--- config.mk ---
export PLATFORM = sky130hd
export DESIGN_NAME = uart_tx_sched
export DESIGN_NICKNAME = d
export VERILOG_FILES = /design/src/rtl/uart_tx_sched.sv
export SDC_FILE = /design/constraint.sdc
export NUM_CORES = 1
export LEC_CHECK = 0
export ABC_CLOCK_PERIOD_IN_PS = 6600
export CELL_PAD_IN_SITES_DETAIL_PLACEMENT = 2
export CELL_PAD_IN_SITES_GLOBAL_PLACEMENT = 2
export CORE_MARGIN = 4
export CORE_UTILIZATION = 26
export CTS_CLUSTER_SIZE = 28
export DETAILED_ROUTE_END_ITERATION = 6
export HOLD_SLACK_MARGIN = 0.06
export PLACE_DENSITY = 0.94
export SYNTH_ARGS = -nofsm -noshare
export SYNTH_HDL_FRONTEND = slang
export SYNTH_SLANG_ARGS = --single-unit
export TNS_END_PERCENT = 10
--- constraint.sdc ---
create_clock -name clk -period 6.6 [get_ports clk]
set_input_delay 0.66 -clock clk [delete_from_list [all_inputs] [get_ports clk]]
set_output_delay 0.66 -clock clk [all_outputs]
set_load 0.005 [all_outputs]
--- src/rtl/uart_tx_sched.sv ---
// uart_tx_sched: round-robin sharing of one UART transmitter among NUM_REQ requesters.
// Define UART_SCHED_CFG_CACHE_EN to skip the config write when it matches the last one written.
module uart_tx_sched #(
  parameter int NUM_REQ       = 4,
  parameter int TX_BUSY_BIT   = 0,
  parameter int START_TIMEOUT = 16,
  parameter int DONE_TIMEOUT  = 2_000_000
) (
  input  logic                 clk,
  input  logic                 rst,
  input  logic [NUM_REQ-1:0]   req,
  input  logic [8*NUM_REQ-1:0] req_data,
  input  logic [9*NUM_REQ-1:0] req_cfg,
  output logic [NUM_REQ-1:0]   ack,
  output logic                 err,
  output logic                 busy,
  output logic                 ctl_reg_we,
  output logic [18:0]          ctl_reg_wdata,
  output logic [18:0]          ctl_reg_wmask,
  output logic                 st_reg_re,
  output logic [11:0]          st_reg_rmask,
  input  logic [11:0]          st_reg_rdata
);
  localparam int IW = $clog2(NUM_REQ);
  localparam int TMAX = START_TIMEOUT > DONE_TIMEOUT ? START_TIMEOUT : DONE_TIMEOUT;
  localparam int CW = $clog2(TMAX + 1);
  localparam logic [11:0] RMASK = 12'(1) << TX_BUSY_BIT;
  typedef enum logic [2:0] {IDLE, CFG_WR, DATA_WR, WAIT_START, WAIT_DONE, RELEASE} state_t;
  state_t r_state;
  logic [IW-1:0] r_ptr, r_idx, w_gnt;
  logic [7:0] r_byte, w_byte;
  logic [8:0] w_cfg;
  logic [CW-1:0] r_cnt;
  logic r_vld, w_busy, w_start, w_done, w_to, w_hit, w_unused;
  logic [NUM_REQ-1:0] r_ack;
  logic r_err, r_we, r_re;
  logic [18:0] r_wdata, r_wmask;
  logic [11:0] r_rmask;
  assign ack = r_ack;
  assign err = r_err;
  assign busy = r_state != IDLE;
  assign ctl_reg_we = r_we;
  assign ctl_reg_wdata = r_wdata;
  assign ctl_reg_wmask = r_wmask;
  assign st_reg_re = r_re;
  assign st_reg_rmask = r_rmask;
  assign w_unused = ^st_reg_rdata;
  // scan downward so the closest set bit at or after the pointer wins
  always_comb begin
    w_gnt = r_ptr;
    for (int k = NUM_REQ - 1; k >= 0; k--)
      if (req[IW'((int'(r_ptr) + k) % NUM_REQ)]) w_gnt = IW'((int'(r_ptr) + k) % NUM_REQ);
  end
  assign w_byte = 8'(req_data >> (8 * int'(w_gnt)));
  assign w_cfg = 9'(req_cfg >> (9 * int'(w_gnt)));
  assign w_busy = st_reg_rdata[TX_BUSY_BIT];
  assign w_start = r_state == WAIT_START;
  // status data is only trusted once a read issued in the current wait state has returned
  assign w_done = r_vld && (w_start ? w_busy : !w_busy);
  assign w_to = !w_done && r_cnt == (w_start ? CW'(START_TIMEOUT - 1) : CW'(DONE_TIMEOUT - 1));
`ifdef UART_SCHED_CFG_CACHE_EN
  logic [8:0] r_cache;
  logic r_cvld;
  assign w_hit = r_cvld && r_cache == w_cfg;
`else
  assign w_hit = 1'b0;
`endif
  always_ff @(posedge clk) begin
    if (rst) begin
      r_state <= IDLE;
      r_ptr <= '0;
      r_idx <= '0;
      r_byte <= '0;
      r_cnt <= '0;
      r_vld <= 1'b0;
      r_ack <= '0;
      r_err <= 1'b0;
      r_we <= 1'b0;
      r_wdata <= '0;
      r_wmask <= '0;
      r_re <= 1'b0;
      r_rmask <= '0;
`ifdef UART_SCHED_CFG_CACHE_EN
      r_cache <= '0;
      r_cvld <= 1'b0;
`endif
    end else begin
      r_ack <= '0;
      r_err <= 1'b0;
      r_we <= 1'b0;
      r_wmask <= '0;
      r_re <= 1'b0;
      r_rmask <= '0;
      case (r_state)
        IDLE: if (|req) begin
          r_idx <= w_gnt;
          r_byte <= w_byte;
          r_we <= 1'b1;
          if (w_hit) begin
            r_state <= DATA_WR;
            r_wmask <= 19'h7F801;
            r_wdata[18:11] <= w_byte;
            r_wdata[0] <= 1'b1;
          end else begin
            r_state <= CFG_WR;
            r_wmask <= 19'h007FE;
            r_wdata[10:1] <= {1'b1, w_cfg};
`ifdef UART_SCHED_CFG_CACHE_EN
            r_cache <= w_cfg;
            r_cvld <= 1'b1;
`endif
          end
        end
        CFG_WR: begin
          r_state <= DATA_WR;
          r_we <= 1'b1;
          r_wmask <= 19'h7F801;
          r_wdata[18:11] <= r_byte;
          r_wdata[0] <= 1'b1;
        end
        DATA_WR: begin
          r_state <= WAIT_START;
          r_cnt <= '0;
          r_vld <= 1'b0;
          r_re <= 1'b1;
          r_rmask <= RMASK;
        end
        WAIT_START, WAIT_DONE: begin
          r_vld <= 1'b1;
          r_re <= 1'b1;
          r_rmask <= RMASK;
          r_cnt <= r_cnt + CW'(r_cnt != '1);
          if (w_done && w_start) begin
            r_state <= WAIT_DONE;
            r_cnt <= '0;
            r_vld <= 1'b0;
          end else if (w_done || w_to) begin
            r_state <= RELEASE;
            r_re <= 1'b0;
            r_rmask <= '0;
            r_we <= 1'b1;
            r_wmask <= 19'h00001;
            r_wdata[0] <= 1'b0;
            r_ack <= NUM_REQ'(1) << r_idx;
            r_err <= w_to;
`ifdef UART_SCHED_CFG_CACHE_EN
            if (w_to) r_cvld <= 1'b0;
`endif
          end
        end
        RELEASE: begin
          r_state <= IDLE;
          r_ptr <= r_idx == IW'(NUM_REQ - 1) ? '0 : r_idx + 1'b1;
        end
        default: r_state <= IDLE;
      endcase
    end
  end
endmodule

# Word level (Yosys, flattened, before mapping)
# Cells that the tools add are included.
# classes
n_addsub	5
n_mul	1
order_cmp	4
eq_ne	12
n_shift	3
muxes	45
bitwise_logic	3
reduce_logical	17
# op_table
operator	n
case mux 19 bit (3 select lines)	1
2-to-1 mux 21 bit	2
case mux 21 bit (2 select lines)	1
>> shifter 36 x 6 -> 9 bit	1
>> shifter 32 x 5 -> 8 bit	1
adder 21 x 1 -> 21 bit	1
equality test 21 bit	1
2-to-1 mux 1 bit	21
inequality test 21 bit (second input constant)	1
< comparator 2 x 4 -> 1 bit (second input constant)	4
case mux 8 bit (2 select lines)	1
case mux 3 bit (4 select lines)	1
2-to-1 mux 11 bit	1
2-to-1 mux 2 bit	5
2-to-1 mux 3 bit	3
binary-select mux 1 bit (select 2 bit)	4
OR reduction 4 bit	2
equality test 3 x 2 -> 1 bit (second input constant)	2
equality test 3 bit (second input constant)	2
multiplier 4 x 2 -> 6 bit (first input constant)	1
inequality test 2 bit (second input constant)	3
case mux 1 bit (2 select lines)	3
case mux 1 bit (3 select lines)	2
AND reduction 2 bit	3
15 further kinds	23
# totals
ff_bits	94
input_bits	86
out_inout_bits	58
elab_cells	105

# Logic depth before layout (Yosys ltp)
# Gate-level depths: netlist of the first run.
# depth
depth_word	10
ltp_mapped	10
depth_no_buf	10

# Worst setup path before layout of the first run
# OpenSTA, ideal clock, no wires.
# synth_timing
path_type	register -> register
from	register r_cnt[4]
to	register r_cnt[15]
setup_time_ns	0.091
t_arrival_ns	2.156
t_required_ns	6.509
setup_slack_ns	4.353
stages_incl_launch_ff	11
n_path_buf	1
synth_period_minus_slack_ns	2.247
cell_sequence	dfxtp_1 > nand4_2 > nor4_2 > nand4_1 > ha_1 > and4_1 > clkbuf_1 > nor3b_1 > nand2_1 > nand2_1 > a311oi_1
# synth_via
elab_chain_cells	4
# synth_rtl
item	line_no	text
from (decl)	33	logic [CW-1:0] r_cnt;
from (signal assigned)	132	r_cnt <= r_cnt + CW'(r_cnt != '1);
inequality test 21 bit	132	
adder 21 x 1 -> 21 bit (*)	132	
2-to-1 mux 21 bit (*)	133	if (w_done && w_start) begin
case mux 21 bit (2 select lines) (*)	94	case (r_state)
# Mark *: on every way between the ends. The rest lies on a longest branch, timed or not.
# A chain may end at the register's enable or synchronous reset.

# Final worst setup path of the first run
# layout_timing
from	input port req[3]
to	register r_wdata[8] (netlist: ctl_reg_wdata[8])
# layout_via
elab_chain_cells	9
word_cells_on_any_way	20
classes_between	mul: 1; shift: 1; mux: 16; reduce/logical: 2
# layout_rtl
item	line_no	text
from (decl)	11	input logic [NUM_REQ-1:0] req,
binary-select mux 1 bit (select 2 bit)	52	if (req[IW'((int'(r_ptr) + k) % NUM_REQ)]) w_gnt = IW'((int'(r_ptr) + k) % NUM_REQ);
2-to-1 mux 1 bit (implied by the code) (2 in a row)	52	
2-to-1 mux 2 bit (4 in a row)	52	
multiplier 4 x 2 -> 6 bit	55	assign w_cfg = 9'(req_cfg >> (9 * int'(w_gnt)));
>> shifter 36 x 6 -> 9 bit	55	
to (signal assigned)	107	r_wdata[10:1] <= {1'b1, w_cfg};
to (decl)	37	logic [18:0] r_wdata, r_wmask;
# Parallel ways exist; a longest one is shown, timed or not. The select of a mux whose other input is x is not followed.

==> flow_metrics.tcl, run 1 <==
set metrics [dict create \
    hold_end "r_byte[4]$_SDFFE_PP0P_" \
    synth_warnings 0 \
    status "complete, no violations" \
    start_kind "primary input" \
    cts_root_buf "clkbuf_16" \
    synth_top_area_share_pct 37.58 \
    fmax_mhz 310.8 \
    ys_seq_area_share_pct 37.58 \
    arrival_ps 3370 \
    die_w_um 124.3 \
    fin_nets 590 \
    wl_per_cell_um 22.67 \
    dieArea_um2 15450 \
    core_area_um2 13240 \
    synth_area_leader_cell "dfxtp_1" \
    post-cts-setup-buffers 0 \
    reg2reg_slack_ps 3640 \
    skew_ps 7.934 \
    initial_utilization_pct 26.55 \
    power_density_nw_per_um2 267.2 \
    tightest_slew_ps 1284 \
    dp_hpwl_mm 10.89 \
    netlist_instances 407 \
    place_congestion 0.8064 \
    met2WireLength_mm 8.765 \
    grt_pass1_wl_mm 24.07 \
    yosys_most_used_dff "dfxtp_1" \
    synthArstFlopShare_pct 0 \
    highest-signal-layer "met4" \
    ant_nets 0 \
    max_slew_margin_pct 13.80 \
    cts_hold_buf 0 \
    tns_ps 0 \
    layout-drive-gt1-share_pct 5.731 \
    gr-total-overflow 0 \
    ys_ff_latch 66 \
    syn-mean-instance-area_um2 8.639 \
    stdcell_area_um2 5032 \
    crit_fanout 35 \
    die_h_um 124.3 \
    r2r-start "r_cnt[4]$_SDFFE_PP0P_" \
    io_buffers 121 \
    first_global_vias 3966 \
    met1_length_mm 5.602 \
    num_io_pins 144 \
    cts_resized 0 \
    hold_class "flop to flop" \
    firstDrtPassIters 4 \
    track_usage_pct 19.73 \
    vias 3542 \
    antenna_found_initial 1 \
    crit_path_end_kind "flop" \
    first_iter_violations 197 \
    r2r_end "r_cnt[16]$_SDFFE_PP0P_" \
    fin_crit_ps 3218 \
    peakVddDrop_v 0.0001404 \
    cts_buffers 9 \
    min_from "r_byte[4]$_SDFFE_PP0P_" \
    setup_viol 0 \
    reg2reg_depth 10 \
    cap_violations 0 \
    area_growth_pct 43.13 \
    clkLatencyLatePin_ps 330 \
    tritoncts "done" \
    route.detailed.drc 0 \
    min_period_over_period_pct 48.75 \
    holdPathStages 2 \
    row_count 42 \
    critPathKind "primary input to flop" \
    grt_max_degree 41 \
    drt-vias-per-instance 5.186 \
    p_leak_nw 1.783 \
    synth_cell_type_count 57 \
    clkSinkCount 66 \
    met3_length_um 590 \
    worstPathRequired_ps 6750 \
    clock_path_buffers 2 \
    synth-edff-count 0 \
    wl_mm 15.48 \
    rsz0062_at_grt "no" \
    slew_viol_final 0 \
    finalHoldViolCount 0 \
    synth_area_leaders "dfxtp_1, mux2i_1, buf_4" \
    placed_area_um2 4677 \
    htreeDepth 3 \
    netlist_area_um2 3516 \
    clkTransAtPathRegs_ps 60 \
]
## Yosys cell counts (all sizes together), types with 4 or more instances
master and instances:
nand3 11, nor2b 4, a311oi 6, inv 5, nor4 8, and4 4
nor3 11, o221ai 17, a21oi 12, xnor2 4, nand4 7, mux2i 45
nand2 49, nor3b 4, nor2 50, o21ai 9, clkbuf 8, a31oi 7
buf 41, dfxtp 66
## registers in the layout, summed over array words and instances (netlist names)
signal,count
r_cnt,21
ctl_reg_wdata,19
r_byte,8
ack,4
ctl_reg_wmask,3
r_state,3
r_idx,2
r_ptr,2
ctl_reg_we,1
err,1
r_vld,1
st_reg_rmask,1
## per-layer routing
layer  vias up  global-route usage (%)
li1       1627                       -
met2       104                   38.39
met1      1782                   20.24
met4         0                   9.155
met5         -                       0
met3        29                   3.345
## where the power goes
part           total [mW]  internal [mW]  switching [mW]
combinational       0.301          0.157           0.144
clock               0.578          0.380           0.197
sequential          0.466          0.434          0.0320
total                1.34          0.971           0.373
## logic make-up after synthesis
| logic type | after synthesis | share of synthesized area (%) |
|---|---|---|
| AOI/OAI and AO/OA | 67 | 14.34 |
| other | 1 | 0.1067 |
| buffers and inverters | 54 | 9.644 |
| xor gates and xnor gates | 6 | 1.495 |
| and+or+nand+nor | 165 | 22.95 |
| muxes | 45 | 12.81 |
| DFF | 66 | 37.58 |
| adders and majority gates | 3 | 1.068 |
## worst max-delay path by stage
stage,start,cells after the start,slack [ps],endpoint
after floorplan,r_cnt[4]$_SDFFE_PP0P_,10,4350,r_cnt[15]$_SDFFE_PP0P_
after global placement,req[3],6,3540,ctl_reg_wdata[7]$_SDFFE_PP0P_
after detailed placement,req[3],6,3170,ctl_reg_wdata[8]$_SDFFE_PP0P_
after CTS,req[3],6,3380,ctl_reg_wdata[8]$_SDFFE_PP0P_
after global routing,req[3],6,3270,ctl_reg_wdata[8]$_SDFFE_PP0P_
final,req[3],6,3380,ctl_reg_wdata[8]$_SDFFE_PP0P_
## final cells by class
type	instances	area (µm²)
Fill cell	1465	8210
Multi-Input combinational cell	297	1898
Clock inverter	6	113.9
Tap cell	176	220.2
Sequential cell	66	1321
Timing Repair Buffer	122	1219
Antenna cell	1	2.502
Inverter	5	18.77
Clock buffer	10	239.0
## critical path, cell delays in order
cell and delay, ps:
clkdlybuf4s50_1 660, nand2_1 150, a21oi_1 220, o221a_2 1020, mux2i_1 420, o221ai_1 230
## metrics by stage
step / utilization [%] / setup slack (ps) / instances / total power, mW / hold slack, ps
finish: 38.00 / 3382 / 683 / 1.345 / 475.8
global route: 38.00 / 3273 / 683 / 1.396 / 526.8
CTS: 37.98 / 3383 / 682 / 1.356 / 487.3
detailed placement: 35.32 / 3170 / 666 / 0.7692 / 463.0
global placement: 35.32 / 3542 / 666 / 0.7423 / 444.5
floorplan: - / 4353 / 417 / 0.6222 / 432.3
## cell usage in the layout, fill, tap and decap left out, types with 9 or more instances in the layout
cell type	count
conb_1	11
nand2_1	49
dfxtp_1	66
nor2_1	49
o221ai_1	17
clkdlybuf4s50_1	121
a21oi_1	12
nor3_1	10
mux2i_1	45
clkbuf_16	9
nand3_1	11
(Power assumes the default switching activity.)
==> inputs of run 2 (changes only) <==
--- a/config.mk
+++ b/config.mk
@@ -5,15 +5,15 @@
 export SDC_FILE = /design/constraint.sdc
 export NUM_CORES = 1
 export LEC_CHECK = 0
-export ABC_CLOCK_PERIOD_IN_PS = 6600
+export ABC_CLOCK_PERIOD_IN_PS = 2900
 export CELL_PAD_IN_SITES_DETAIL_PLACEMENT = 2
 export CELL_PAD_IN_SITES_GLOBAL_PLACEMENT = 2
 export CORE_MARGIN = 4
-export CORE_UTILIZATION = 26
+export CORE_UTILIZATION = 22
 export CTS_CLUSTER_SIZE = 28
 export DETAILED_ROUTE_END_ITERATION = 6
 export HOLD_SLACK_MARGIN = 0.06
-export PLACE_DENSITY = 0.94
+export PLACE_DENSITY = 0.85
 export SYNTH_ARGS = -nofsm -noshare
 export SYNTH_HDL_FRONTEND = slang
 export SYNTH_SLANG_ARGS = --single-unit
==> constraint.sdc (replaced) <==
create_clock -name clk -period 2.9 [get_ports clk]
set_input_delay 0.29 -clock clk [delete_from_list [all_inputs] [get_ports clk]]
set_output_delay 0.29 -clock clk [all_outputs]
set_load 0.005 [all_outputs]
==> flow_metrics.tcl, run 2 (same netlist as run 1, synthesis figures left out) <==
set metrics [dict create \
    htreeDepth 3 \
    wl_mm 13.33 \
    internal_power_mw 1.918 \
    worstPathRequired_ps 3170 \
    ant_nets 0 \
    rsz0062_at_grt "no" \
    status "complete, no violations" \
    largest-register "r_cnt" \
    cp_top_family "simple AND/OR/NAND/NOR gates" \
    dieArea_um2 18070 \
    fin_util_pct 32.54 \
    peakVddDrop_v 0.0003107 \
    min_period_over_period_pct 87.78 \
    clkSinkCount 66 \
    p_switching_uw 753.1 \
    initial_utilization_pct 22.79 \
    stdcell_area_um2 5020 \
    reg2reg_depth 10 \
    whs_ps 467.1 \
    tns_ps 0 \
    row_count 45 \
    cpMostUsedCell "ha_1" \
    power_density_nw_per_um2 532.1 \
    holdPathStages 2 \
    min_from "r_byte[7]$_SDFFE_PP0P_" \
    r2r-start "r_cnt[4]$_SDFFE_PP0P_" \
    skew_ps 9.323 \
    firstDrtPassIters 4 \
    fin_crit_ps 2546 \
    worst-path-stages 10 \
    p_seq_share_pct 39.4 \
    vias 3425 \
    timing.final.ws_setup_ps 354.4 \
    total_power_mw 2.671 \
    path_buf_inv 0 \
    fmax_mhz 392.8 \
    tritoncts "done" \
    reg2reg_slack_ps 350 \
    clkPwrFrac_pct 35.5 \
    place_congestion 0.7733 \
    cts_buffers 9 \
    grt_pass1_wl_mm 20.95 \
    max_slew_margin_pct 35.10 \
    start_kind "flop" \
    io_buffers 121 \
    dp.cells 707 \
    num_io_pins 144 \
    cts_hold_buf 0 \
    placed_area_um2 4778 \
    path_cells "nand4_2 > nor4_2 > nand4_1 > ha_1 > ha_1 > nand3_1 > or4_4 > nor3_1 > a21oi_1 > a32o_1" \
    final_cells 720 \
    core_area_um2 15430 \
    cap_violations 0 \
    cp_slowest_stage_delay_ps 470 \
    largest_reg_flops 21 \
    p_sw_share_pct 28.19 \
    track_usage_pct 14.53 \
    drt-vias-per-instance 4.757 \
    final_cell_mix "clkdlybuf4s50_1, dfxtp_1, nor2_1, nand2_1, mux2i_1" \
    die_w_um 134.4 \
    comb_power_share_pct 25.1 \
    pre_cts_slack_ps 305.8 \
    hold_class "flop to flop" \
    grt_max_degree 30 \
    layout-drive-gt1-share_pct 5.697 \
    clkLatencyLatePin_ps 330 \
    route.detailed.drc 0 \
    first_iter_violations 129 \
    fin_nets 596 \
    slew_viol_final 0 \
    dp_hpwl_mm 10.21 \
    num-fill-cells 1750 \
    arrival_ps 2810 \
    critPathKind "flop to flop" \
    crit_fanout 7 \
    die_h_um 134.4 \
    p_leak_nw 1.771 \
    antenna_cells 0 \
    r2r_end "r_cnt[16]$_SDFFE_PP0P_" \
    wl_per_cell_um 18.51 \
    tightest_slew_ps 969.2 \
    clock_path_buffers 2 \
    layout_commonest_cell "clkdlybuf4s50_1" \
    finalHoldViolCount 0 \
    cts_resized 0 \
    area_growth_pct 42.78 \
    hold_end "r_byte[7]$_SDFFE_PP0P_" \
    first_global_vias 3759 \
    clkTransAtPathRegs_ps 50 \
    setup_viol 0 \
    antenna_found_initial 0 \
    cts_root_buf "clkbuf_16" \
    cp_slowest_cell "dfxtp_1" \
    crit_path_end_kind "flop" \
    gr-total-overflow 0 \
    post-cts-setup-buffers 0 \
]
[run 2: changes by cell type in the layout (fill, tap and decap cells not counted), moves of 2 or more]
cell,change
buf_4,+5
bufinv_16,-3
clkbuf_1,+3
clkinvlp_4,-2
[run 2: worst max-delay path by stage]
| stage | from | endpoint |
|---|---|---|
| after floorplan | r_cnt[4]$_SDFFE_PP0P_ | r_cnt[15]$_SDFFE_PP0P_ |
| after global placement | req[3] | r_byte[1]$_SDFFE_PP0P_ |
| after detailed placement | req[3] | r_byte[3]$_SDFFE_PP0P_ |
| after CTS | r_cnt[4]$_SDFFE_PP0P_ | r_cnt[16]$_SDFFE_PP0P_ |
| after global routing | r_cnt[4]$_SDFFE_PP0P_ | r_cnt[16]$_SDFFE_PP0P_ |
| final | r_cnt[4]$_SDFFE_PP0P_ | r_cnt[16]$_SDFFE_PP0P_ |
[run 2: worst register-to-register path, stage by stage, from the launching register on]
cell     delay, ps
dfxtp_1        470
nand4_2        200
nor4_2         390
nand4_1        150
ha_1           250
ha_1           230
nand3_1        200
or4_4          190
nor3_1          50
a21oi_1        170
a32o_1         190
[run 2: area by class of cell]
class	count	area (µm²)	share of cell area, %
Inverter	5	18.77	0.3739
Sequential cell	66	1321	26.32
Timing Repair Buffer	128	1276	25.42
Multi-Input combinational cell	297	1898	37.81
Clock inverter	1	5.005	0.09970
Clock buffer	12	236.5	4.711
Tap cell	211	264.0	5.259
[run 2: power groups by stage]
stage | Combinational (mW) | Clock, mW | Sequential, mW
final | 0.670 | 0.949 | 1.05
after global routing | 0.724 | 1.02 | 1.07
after CTS | 0.682 | 0.970 | 1.05
after detailed placement | 0.674 | 0 | 1.07
after global placement | 0.646 | 0 | 1.06
after floorplan | 0.360 | 0 | 1.06
[run 2: per-layer routing]
metal	part of all wire [%]	wire [µm]	up-vias	global-route usage, %
li1	-	-	1635	-
met4	2.0	260	0	4.581
met5	0	0	-	0
met1	41	5449	1706	16.66
met2	54	7184	67	26.98
met3	3.2	431	17	2.851
==> inputs of run 3 (changes only) <==
--- a/config.mk
+++ b/config.mk
@@ -12,8 +12,9 @@
 export CORE_UTILIZATION = 22
 export CTS_CLUSTER_SIZE = 28
 export DETAILED_ROUTE_END_ITERATION = 6
+export GPL_TIMING_DRIVEN = 0
 export HOLD_SLACK_MARGIN = 0.06
-export PLACE_DENSITY = 0.85
+export PLACE_DENSITY = 0.79
 export SYNTH_ARGS = -nofsm -noshare
 export SYNTH_HDL_FRONTEND = slang
 export SYNTH_SLANG_ARGS = --single-unit
==> flow_metrics.tcl, run 3 (same netlist as run 1, synthesis figures left out) <==
set metrics [dict create \
    dp_hpwl_mm 10.86 \
    cpMostUsedCell "ha_1" \
    area_growth_pct 50.68 \
    dieArea_um2 18070 \
    skew_ps 11.33 \
    clkTransAtPathRegs_ps 60 \
    tightest_slew_ps 725.0 \
    max_slew_margin_pct 51.03 \
    final_cell_mix "clkdlybuf4s50_1, dfxtp_1, nor2_1, nand2_1, mux2i_1" \
    tns_ps 0 \
    fin_nets 638 \
    path_cells "nand2_1 > nor4_4 > nand4_1 > ha_1 > ha_1 > nand3_1 > or4_4 > nor3_1 > a21oi_1 > a32o_1" \
    grt_pass1_wl_mm 21.38 \
    cts_root_buf "clkbuf_16" \
    drt-vias-per-instance 4.684 \
    vias 3574 \
    start_kind "flop" \
    gr-total-overflow 0 \
    route.detailed.drc 0 \
    power_density_nw_per_um2 526.3 \
    fmax_mhz 370.0 \
    wl_per_cell_um 17.71 \
    clock_path_buffers 2 \
    track_usage_pct 14.89 \
    min_period_over_period_pct 93.21 \
    setup_viol 0 \
    htreeDepth 3 \
    worstPathRequired_ps 3130 \
    whs_ps 479.1 \
    layout-drive-gt1-share_pct 11.41 \
    first_global_vias 3897 \
    die_h_um 134.4 \
    first_iter_violations 177 \
    firstDrtPassIters 4 \
    die_w_um 134.4 \
    place_congestion 0.7771 \
    fin_crit_ps 2703 \
    clkSinkCount 66 \
    clkLatencyLatePin_ps 340 \
    finalHoldViolCount 0 \
    slew_viol_final 0 \
    stdcell_area_um2 5298 \
    status "complete, no violations" \
    ant_nets 0 \
    tritoncts "done" \
    largest_reg_flops 21 \
    initial_utilization_pct 22.79 \
    layout_commonest_cell "clkdlybuf4s50_1" \
    core_area_um2 15430 \
    hold_class "flop to flop" \
    io_buffers 121 \
    crit_path_end_kind "flop" \
    cp_slowest_cell "or4_4" \
    cap_violations 0 \
    cts_buffers 9 \
    placed_area_um2 5029 \
    antenna_found_initial 0 \
    antenna_cells 0 \
    wl_mm 13.52 \
    p_leak_nw 1.967 \
    row_count 45 \
    crit_fanout 6 \
    num_io_pins 144 \
    grt_max_degree 11 \
    post-cts-setup-buffers 0 \
    largest-register "r_cnt" \
    rsz0062_at_grt "no" \
    cp_top_family "simple AND/OR/NAND/NOR gates" \
    cp_slowest_stage_delay_ps 510 \
    arrival_ps 2930 \
    path_buf_inv 0 \
    peakVddDrop_v 0.0002686 \
    critPathKind "flop to flop" \
]
[run 3: final timing paths]
kind,to,cells past startpoint,startpoint,slack (ps)
worst max-delay path,r_cnt[16]$_SDFFE_PP0P_,10,r_cnt[10]$_SDFFE_PP0P_,200
worst min-delay path,ctl_reg_wdata[6]$_SDFFE_PP0P_,2,ctl_reg_wdata[6]$_SDFFE_PP0P_,480
worst max register to register,r_cnt[16]$_SDFFE_PP0P_,10,r_cnt[10]$_SDFFE_PP0P_,200
worst min register to register,ctl_reg_wdata[6]$_SDFFE_PP0P_,2,ctl_reg_wdata[6]$_SDFFE_PP0P_,480
[run 3: through the flow]
| step | instances | power (mW) | worst slack (ps) | utilization [%] |
|---|---|---|---|---|
| after CTS | 763 | 2.831 | 8.072 | 34.28 |
| after detailed placement | 749 | 1.826 | 3.132 | 32.60 |
| after global placement | 749 | 1.791 | 108.8 | 32.60 |
| after floorplan | 417 | 1.416 | 652.6 | - |
| after global routing | 763 | 2.935 | 29.03 | 34.34 |
| final | 763 | 2.788 | 196.9 | 34.34 |
[run 3: area by class of cell]
type / count / area, µm²
clock buffer: 11 / 242.7
sequential: 66 / 1321
tap: 211 / 264.0
clock inverter: 3 / 17.52
multi-input combinational: 297 / 1902
timing repair buffer: 121 / 1211
fill: 1774 / 10130
inverter: 5 / 18.77
buffer: 49 / 320.3
[run 3: worst reg2reg max path: stages, from the launching register on]
cell     delay (ps)
dfxtp_1         360
nand2_1         230
nor4_4          110
nand4_1         140
ha_1            200
ha_1            200
nand3_1         220
or4_4           510
nor3_1          230
a21oi_1         100
a32o_1          290
[run 3: report_power, final]
group / switching (mW) / internal [mW]
registers: 0.0593 / 0.988
logic: 0.330 / 0.428
clock network: 0.395 / 0.589
total: 0.784 / 2.00
[run 3: metal layers]
metal	share of wire, %	vias to the layer above	global-route usage, %
met5	0	-	0
met4	2.6	0	5.656
met3	2.7	20	2.288
met2	53	59	27.21
met1	41	1772	17.44
li1	-	1723	-
[run 3: repair_timing]
action | CTS | global route
resized for setup | 0 | 1
endpoints found under the setup margin | 0 | 11
hold buffers | 0 | 0
